[src/rtl/alu_control_pipe_if.sv]
// rtl/alu_control_pipe_if.sv - decode-side request and decoded-op response bundle for alu_control_pipe
interface alu_control_pipe_if #(
  parameter int CTRL_W = 4,
  parameter int CNT_W  = 16
);
  logic              in_valid;
  logic              stall;
  logic              flush;
  logic [1:0]        aluOp;
  logic [2:0]        funct3;
  logic [6:0]        funct7;
  logic              out_valid;
  logic [CTRL_W-1:0] aluControlOut;
  logic              illegal;
  logic [CNT_W-1:0]  illegal_count;

  modport master (
    output in_valid, stall, flush, aluOp, funct3, funct7,
    input  out_valid, aluControlOut, illegal, illegal_count
  );

  modport slave (
    input  in_valid, stall, flush, aluOp, funct3, funct7,
    output out_valid, aluControlOut, illegal, illegal_count
  );
endinterface

[src/rtl/alu_control_pipe.sv]
// rtl/alu_control_pipe.sv - pipelined RV32I ALU control decoder with illegal-op flagging and counting
module alu_control_pipe #(
  parameter int STAGES = 1,
  parameter int CTRL_W = 4,
  parameter int CNT_W  = 16
) (
  input logic               clk,
  input logic               rst,
  alu_control_pipe_if.slave bus
);

  localparam logic [3:0] OP_AND  = 4'b0000;
  localparam logic [3:0] OP_OR   = 4'b0001;
  localparam logic [3:0] OP_ADD  = 4'b0010;
  localparam logic [3:0] OP_XOR  = 4'b0011;
  localparam logic [3:0] OP_SLL  = 4'b0100;
  localparam logic [3:0] OP_SRL  = 4'b0101;
  localparam logic [3:0] OP_SUB  = 4'b0110;
  localparam logic [3:0] OP_SRA  = 4'b0111;
  localparam logic [3:0] OP_SLT  = 4'b1000;
  localparam logic [3:0] OP_SLTU = 4'b1001;

  localparam logic [6:0] F7_BASE = 7'b0000000;
  localparam logic [6:0] F7_ALT  = 7'b0100000;

  logic [3:0] dec_code;
  logic       dec_ill;

  // Illegal encodings decode to ADD with the flag set
  always_comb begin
    dec_code = OP_ADD;
    dec_ill  = 1'b0;
    unique case (bus.aluOp)
      2'b00: dec_code = OP_ADD;
      2'b01: begin
        unique case (bus.funct3)
          3'b000, 3'b001: dec_code = OP_SUB;
          3'b100, 3'b101: dec_code = OP_SLT;
          3'b110, 3'b111: dec_code = OP_SLTU;
          default:        dec_ill  = 1'b1;
        endcase
      end
      2'b10: begin
        if (bus.funct7 == F7_BASE) begin
          unique case (bus.funct3)
            3'b000: dec_code = OP_ADD;
            3'b001: dec_code = OP_SLL;
            3'b010: dec_code = OP_SLT;
            3'b011: dec_code = OP_SLTU;
            3'b100: dec_code = OP_XOR;
            3'b101: dec_code = OP_SRL;
            3'b110: dec_code = OP_OR;
            default: dec_code = OP_AND;
          endcase
        end else if (bus.funct7 == F7_ALT && bus.funct3 == 3'b000) begin
          dec_code = OP_SUB;
        end else if (bus.funct7 == F7_ALT && bus.funct3 == 3'b101) begin
          dec_code = OP_SRA;
        end else begin
          dec_ill = 1'b1;
        end
      end
      default: begin
        unique case (bus.funct3)
          3'b000: dec_code = OP_ADD;
          3'b010: dec_code = OP_SLT;
          3'b011: dec_code = OP_SLTU;
          3'b100: dec_code = OP_XOR;
          3'b110: dec_code = OP_OR;
          3'b111: dec_code = OP_AND;
          3'b001: begin
            if (bus.funct7 == F7_BASE) dec_code = OP_SLL;
            else                       dec_ill  = 1'b1;
          end
          default: begin
            if (bus.funct7 == F7_BASE)     dec_code = OP_SRL;
            else if (bus.funct7 == F7_ALT) dec_code = OP_SRA;
            else                           dec_ill  = 1'b1;
          end
        endcase
      end
    endcase
  end

  logic              vld_q     [STAGES];
  logic [CTRL_W-1:0] code_q    [STAGES];
  logic              ill_q     [STAGES];
  logic              feed_v    [STAGES];
  logic [CTRL_W-1:0] feed_code [STAGES];
  logic              feed_ill  [STAGES];
  logic [CNT_W-1:0]  cnt_q;
  logic              advance;

  assign advance      = !bus.flush && !bus.stall;
  assign feed_v[0]    = bus.in_valid;
  assign feed_code[0] = CTRL_W'(dec_code);
  assign feed_ill[0]  = dec_ill;

  for (genvar g = 1; g < STAGES; g++) begin : g_feed
    assign feed_v[g]    = vld_q[g-1];
    assign feed_code[g] = code_q[g-1];
    assign feed_ill[g]  = ill_q[g-1];
  end

  // Payloads only move with a valid entry, so bubbles never overwrite held data
  for (genvar g = 0; g < STAGES; g++) begin : g_stage
    always_ff @(posedge clk) begin
      if (rst) begin
        vld_q[g]  <= 1'b0;
        code_q[g] <= '0;
        ill_q[g]  <= 1'b0;
      end else if (bus.flush) begin
        vld_q[g] <= 1'b0;
      end else if (!bus.stall) begin
        vld_q[g] <= feed_v[g];
        if (feed_v[g]) begin
          code_q[g] <= feed_code[g];
          ill_q[g]  <= feed_ill[g];
        end
      end
    end
  end

  always_ff @(posedge clk) begin
    if (rst) begin
      cnt_q <= '0;
    end else if (advance && feed_v[STAGES-1] && feed_ill[STAGES-1] &&
                 cnt_q != {CNT_W{1'b1}}) begin
      cnt_q <= cnt_q + CNT_W'(1);
    end
  end

  assign bus.out_valid     = vld_q[STAGES-1];
  assign bus.aluControlOut = code_q[STAGES-1];
  assign bus.illegal       = ill_q[STAGES-1];
  assign bus.illegal_count = cnt_q;

endmodule

[src/flat_wrapper.sv]
// flat-port wrapper written by rule: the top's interface ports become plain ports
module alu_control_pipe_flat 
#(
  parameter int STAGES = 1,
  parameter int CTRL_W = 4,
  parameter int CNT_W  = 16
)
  (clk, rst, bus_in_valid, bus_stall, bus_flush, bus_aluOp, bus_funct3, bus_funct7, bus_out_valid, bus_aluControlOut, bus_illegal, bus_illegal_count);
  alu_control_pipe_if #(.CTRL_W(CTRL_W), .CNT_W(CNT_W)) bus_i ();
  input logic clk;
  input logic rst;
  input wire logic [$bits(bus_i.in_valid)-1:0] bus_in_valid;
  input wire logic [$bits(bus_i.stall)-1:0] bus_stall;
  input wire logic [$bits(bus_i.flush)-1:0] bus_flush;
  input wire logic [$bits(bus_i.aluOp)-1:0] bus_aluOp;
  input wire logic [$bits(bus_i.funct3)-1:0] bus_funct3;
  input wire logic [$bits(bus_i.funct7)-1:0] bus_funct7;
  output wire logic [$bits(bus_i.out_valid)-1:0] bus_out_valid;
  output wire logic [$bits(bus_i.aluControlOut)-1:0] bus_aluControlOut;
  output wire logic [$bits(bus_i.illegal)-1:0] bus_illegal;
  output wire logic [$bits(bus_i.illegal_count)-1:0] bus_illegal_count;
  assign bus_i.in_valid = bus_in_valid;
  assign bus_i.stall = bus_stall;
  assign bus_i.flush = bus_flush;
  assign bus_i.aluOp = bus_aluOp;
  assign bus_i.funct3 = bus_funct3;
  assign bus_i.funct7 = bus_funct7;
  assign bus_out_valid = bus_i.out_valid;
  assign bus_aluControlOut = bus_i.aluControlOut;
  assign bus_illegal = bus_i.illegal;
  assign bus_illegal_count = bus_i.illegal_count;
  alu_control_pipe #(.STAGES(STAGES), .CTRL_W(CTRL_W), .CNT_W(CNT_W)) u_core (.clk(clk), .rst(rst), .bus(bus_i));
endmodule
[config.mk]
export PLATFORM = sky130hd
export DESIGN_NAME = alu_control_pipe_flat
export DESIGN_NICKNAME = d
export VERILOG_FILES = /design/src/rtl/alu_control_pipe_if.sv /design/src/rtl/alu_control_pipe.sv /design/src/flat_wrapper.sv
export SDC_FILE = /design/constraint.sdc
export NUM_CORES = 1
export LEC_CHECK = 0
export CORE_UTILIZATION = 51
export DETAILED_ROUTE_END_ITERATION = 16
export HOLD_SLACK_MARGIN = 0.05
export PLACE_DENSITY_LB_ADDON = 0.05
export REMOVE_ABC_BUFFERS = 1
export SETUP_SLACK_MARGIN = 0.02
export SYNTH_ARGS = -nofsm -noshare
export SYNTH_HDL_FRONTEND = slang
export SYNTH_SLANG_ARGS = --single-unit
[constraint.sdc]
create_clock -name clk -period 5.65 [get_ports clk]
set_input_delay 0.565 -clock clk [delete_from_list [all_inputs] [get_ports clk]]
set_output_delay 0.565 -clock clk [all_outputs]
set_load 0.02 [all_outputs]
==> metrics.md <==
| Metric | Value |
|---|---|
| Status | `completed` |
| Site row count | `18` |
| Worst Tran Pin Value | `about 0.83 ns` |
| R2R depth | `5` |
| 1st-iter DRT viols | `33` |
| Post-synth EDFFs | `6` |
| ANT cells | `0` |
| Via Count | `1,366` |
| CP Class | `in2reg` |
| Mux contribution to synthesized area | `4.16%` |
| Synth Area in Adders | `less than 1%` |
| Type of element launching the critical path | `primary input` |
| Synth top area share | `between 20% and 30%` |
| CTS tree | `yes` |
| Clk network pwr share | `29.4%` |
| Initial core utilization | `about 54%` |
| Sw Ratio | `25.3%` |
| Routed Antenna Nets | `0` |
| Initial antenna violation count | `0` |
| Worst path required time | `5.87 ns` |
| Placed Cells incl. Taps | `219` |
| CTS H-Tree Depth | `1` |
| CP max-delay cell | `clkdlybuf4s50_1` |
| Leakage | `0.571 nW` |
| Crit Reg-Reg Startpoint | `u_core.bus.illegal_count[3]$_SDFFE_PP0P_` |
| Remaining global-route overflow | `0` |
| Post-CTS Setup Inserts | `0` |
| DRC viols | `0` |
| Final worst path period share | `47.4%` |
| Worst hold start | `u_core.bus.illegal_count[12]$_SDFFE_PP0P_` |
| Top-count cell post-synth | `dfxtp_1` |
| Core area | `2500 um^2` |
| Worst hold margin | `0.502 ns` |
| Unique masters post-synth | `47` |
| Worst-path clk slew | `0.13 ns` |
| Predominant post-synthesis flop cell | `dfxtp_1` |
| Post-synthesis sequential area ratio | `approximately 37%` |
| Area of the mapped netlist | `1350 um^2` |
| Synth Area in Compound Gates | `between 10% and 20%` |
| Largest family of logic cells by synthesized area | `simple AND/OR/NAND/NOR gates` |
| Flop pwr share | `~55%` |
| Hold depth | `2` |
| FFs w/ async S/R, synth | `0%` |
| Skew final | `0.00774 ns` |
| First-pass GRT wire length | `around 5200 um` |
| Max-slew violation count | `0` |
| Crit path from | `bus_funct3[1]` |
| Post-Synth XOR/XNOR Area | `less than 1%` |
| Hold WC Path Type | `reg2reg` |
| Setup TNS Final | `0 ns` |
| Hold_buf cts | `0` |
| Die Height | `53.5 um` |
| Post-CTS Resized | `0` |
| #FFs+latches synth | `22` |
| # IOs | `39` |
| Layout cell share with drive strength beyond 1 | `4.66%` |
| Vias per std cell | `6.13` |
| Fill cells | `208` |
| Worst IR drop on VDD | `about 0.14 mV` |
| CP Cell Sequence | `clkdlybuf4s50_1 > nand2b_1 > a221oi_1 > nor3_2 > buf_4 > nor4_1 > mux2_1` |
| Post-route insts no fill | `roughly 220` |
| CP top delay family | `buffers and inverters` |
| Routed WL per cell | `14.6 um` |
| Worst path depth | `7` |
| Final hold viol count | `0` |
| Simple-Gate Fraction of Synth Area | `33.0%` |
| NumNets Final | `212` |
| Maximum clock frequency | `0.373 GHz` |
| Cell-internal power | `approximately 0.00023 W` |
| Die ar. | `2860 um^2` |
| CTS buffer count | `3` |
| Root Driver | `clkbuf_4` |
| Top cells by count, synth | `dfxtp_1, a21oi_1, nand2_1` |
| RSZ-0062 raised after global routing | `no` |
| Post-Route WL | `3260 um` |
| Max-cap violations | `0` |
| Power per Cell Area | `roughly 170 nW/um^2` |
| Synth-to-Final Area Change | `31.6%` |
| Synth warnings | `0` |
| Largest area contributor in the netlist | `dfxtp_1` |
| Mean cell area of the mapped netlist | `8.51 um^2` |
| CP endpoint kind | `register` |
| Largest net degree at the start of global routing | `25` |
| Logic pwr share | `16.0%` |
| Net Switching | `0.0000772 W` |
| DPL Wire Length | `2330 um` |
| Clk sink count | `22` |
| Post-Synthesis Cells | `about 160` |
| CP max FO | `24` |
| Pre-Repair DR Iteration Count | `5` |
| Ranking of synthesized cells by area | `dfxtp_1, edfxtp_1, a21oi_1` |
| GRT Util Overall | `25.1%` |
| Final GP Congestion | `0.840` |
| Final setup vio count | `0` |
| Worst-Skew Late Latency | `0.32 ns` |
| Relative slew slack | `about 45%` |
| Buf/Inv on CP | `2` |
| Die W | `53.5 um` |
| # port buffers | `38` |
| Max incr delay on CP | `approximately 0.6 ns` |
| Final min period | `around 2.7 ns` |
| Critical Path AT | `2.90 ns` |
| Vias in the first global route | `1,204` |
| Max Buffers Root-to-Sink | `2` |
==> final timing paths <==
path / end / slack (ns)
worst max register to register: u_core.bus.illegal_count[2]$_SDFFE_PP0P_ / 3.23
worst min register to register: u_core.bus.illegal_count[12]$_SDFFE_PP0P_ / 0.50
worst min-delay path: u_core.bus.illegal_count[12]$_SDFFE_PP0P_ / 0.50
worst max-delay path: u_core.bus.illegal_count[9]$_SDFFE_PP0P_ / 2.97
==> cell type report <==
| class | count | area, um^2 | share of cell area (%) |
|---|---|---|---|
| Tap cell | 30 | 37.5 | 2.11 |
| Clock buffer | 4 | 36.3 | 2.04 |
| Sequential cell | 22 | 500 | 28.1 |
| Timing Repair Buffer | 39 | 388 | 21.8 |
| Inverter | 8 | 30.0 | 1.69 |
| Multi-Input combinational cell | 120 | 790 | 44.3 |
==> per-stage QoR <==
stage / total power, W / utilization [%] / instance area (um^2) / setup WS (ns)
3_3_place_gp: 0.000216 / 69.8 / 1750 / 2.80
6_report: 0.000305 / 71.3 / 1780 / 2.97
2_1_floorplan: 0.000190 / - / 1320 / 2.58
3_5_place_dp: 0.000218 / 69.8 / 1750 / 2.69
4_1_cts: 0.000304 / 71.3 / 1780 / 3.01
5_1_grt: 0.000315 / 71.3 / 1780 / 2.82
==> kinds of logic after synthesis <==
logic type | count (synthesis)
DFF | 22
muxes | 5
xor gates and xnor gates | 1
adders and majority gates | 1
AOI/OAI and AO/OA | 37
buffers and inverters | 17
and+or+nand+nor | 76
==> cells in the final DEF, fill, tap and decap left out, drive strengths merged, types with 3 or more instances in the layout <==
master	count
edfxtp	6
a21oi	14
nor3	3
nor2b	6
nor4	5
dfxtp	16
or4	7
and3	3
inv	7
o21ai	3
nand4	3
o31ai	7
nand2	11
clkdlybuf4s50	38
nor2	10
clkbuf	4
mux2	5
nand2b	4
nand3	8
==> routing by layer <==
metal / GRT usage, % / vias up / wire [um]
li1: - / 669 / -
met1: 32.9 / 636 / 1480
met2: 41.3 / 56 / 1550
met3: 3.45 / 5 / 200
met4: 9.65 / 0 / 34
met5: 0 / - / 0
==> flip-flops by register name (all words and copies together) (netlist names) <==
name / count
u_core.bus.illegal_count: 16
u_core.code_q: 4
u_core.ill_q: 1
u_core.vld_q: 1
==> worst reg2reg max path, delay by kind of cell (launching register included) <==
kind / cells / cell delay [ns]
AOI/OAI and AO/OA: 1 / 0.56
DFF: 1 / 0.44
muxes: 1 / 0.33
and+or+nand+nor: 3 / 0.98
==> power groups by stage <==
stage	logic, W	registers (W)	clock network, W
global route	0.0000533	0.000167	0.0000954
CTS	0.0000485	0.000166	0.0000895
floorplan	0.0000155	0.000174	0
finish	0.0000488	0.000166	0.0000895
global placement	0.0000466	0.000170	0
detailed placement	0.0000481	0.000170	0
Power figures use the tool's default switching activity.
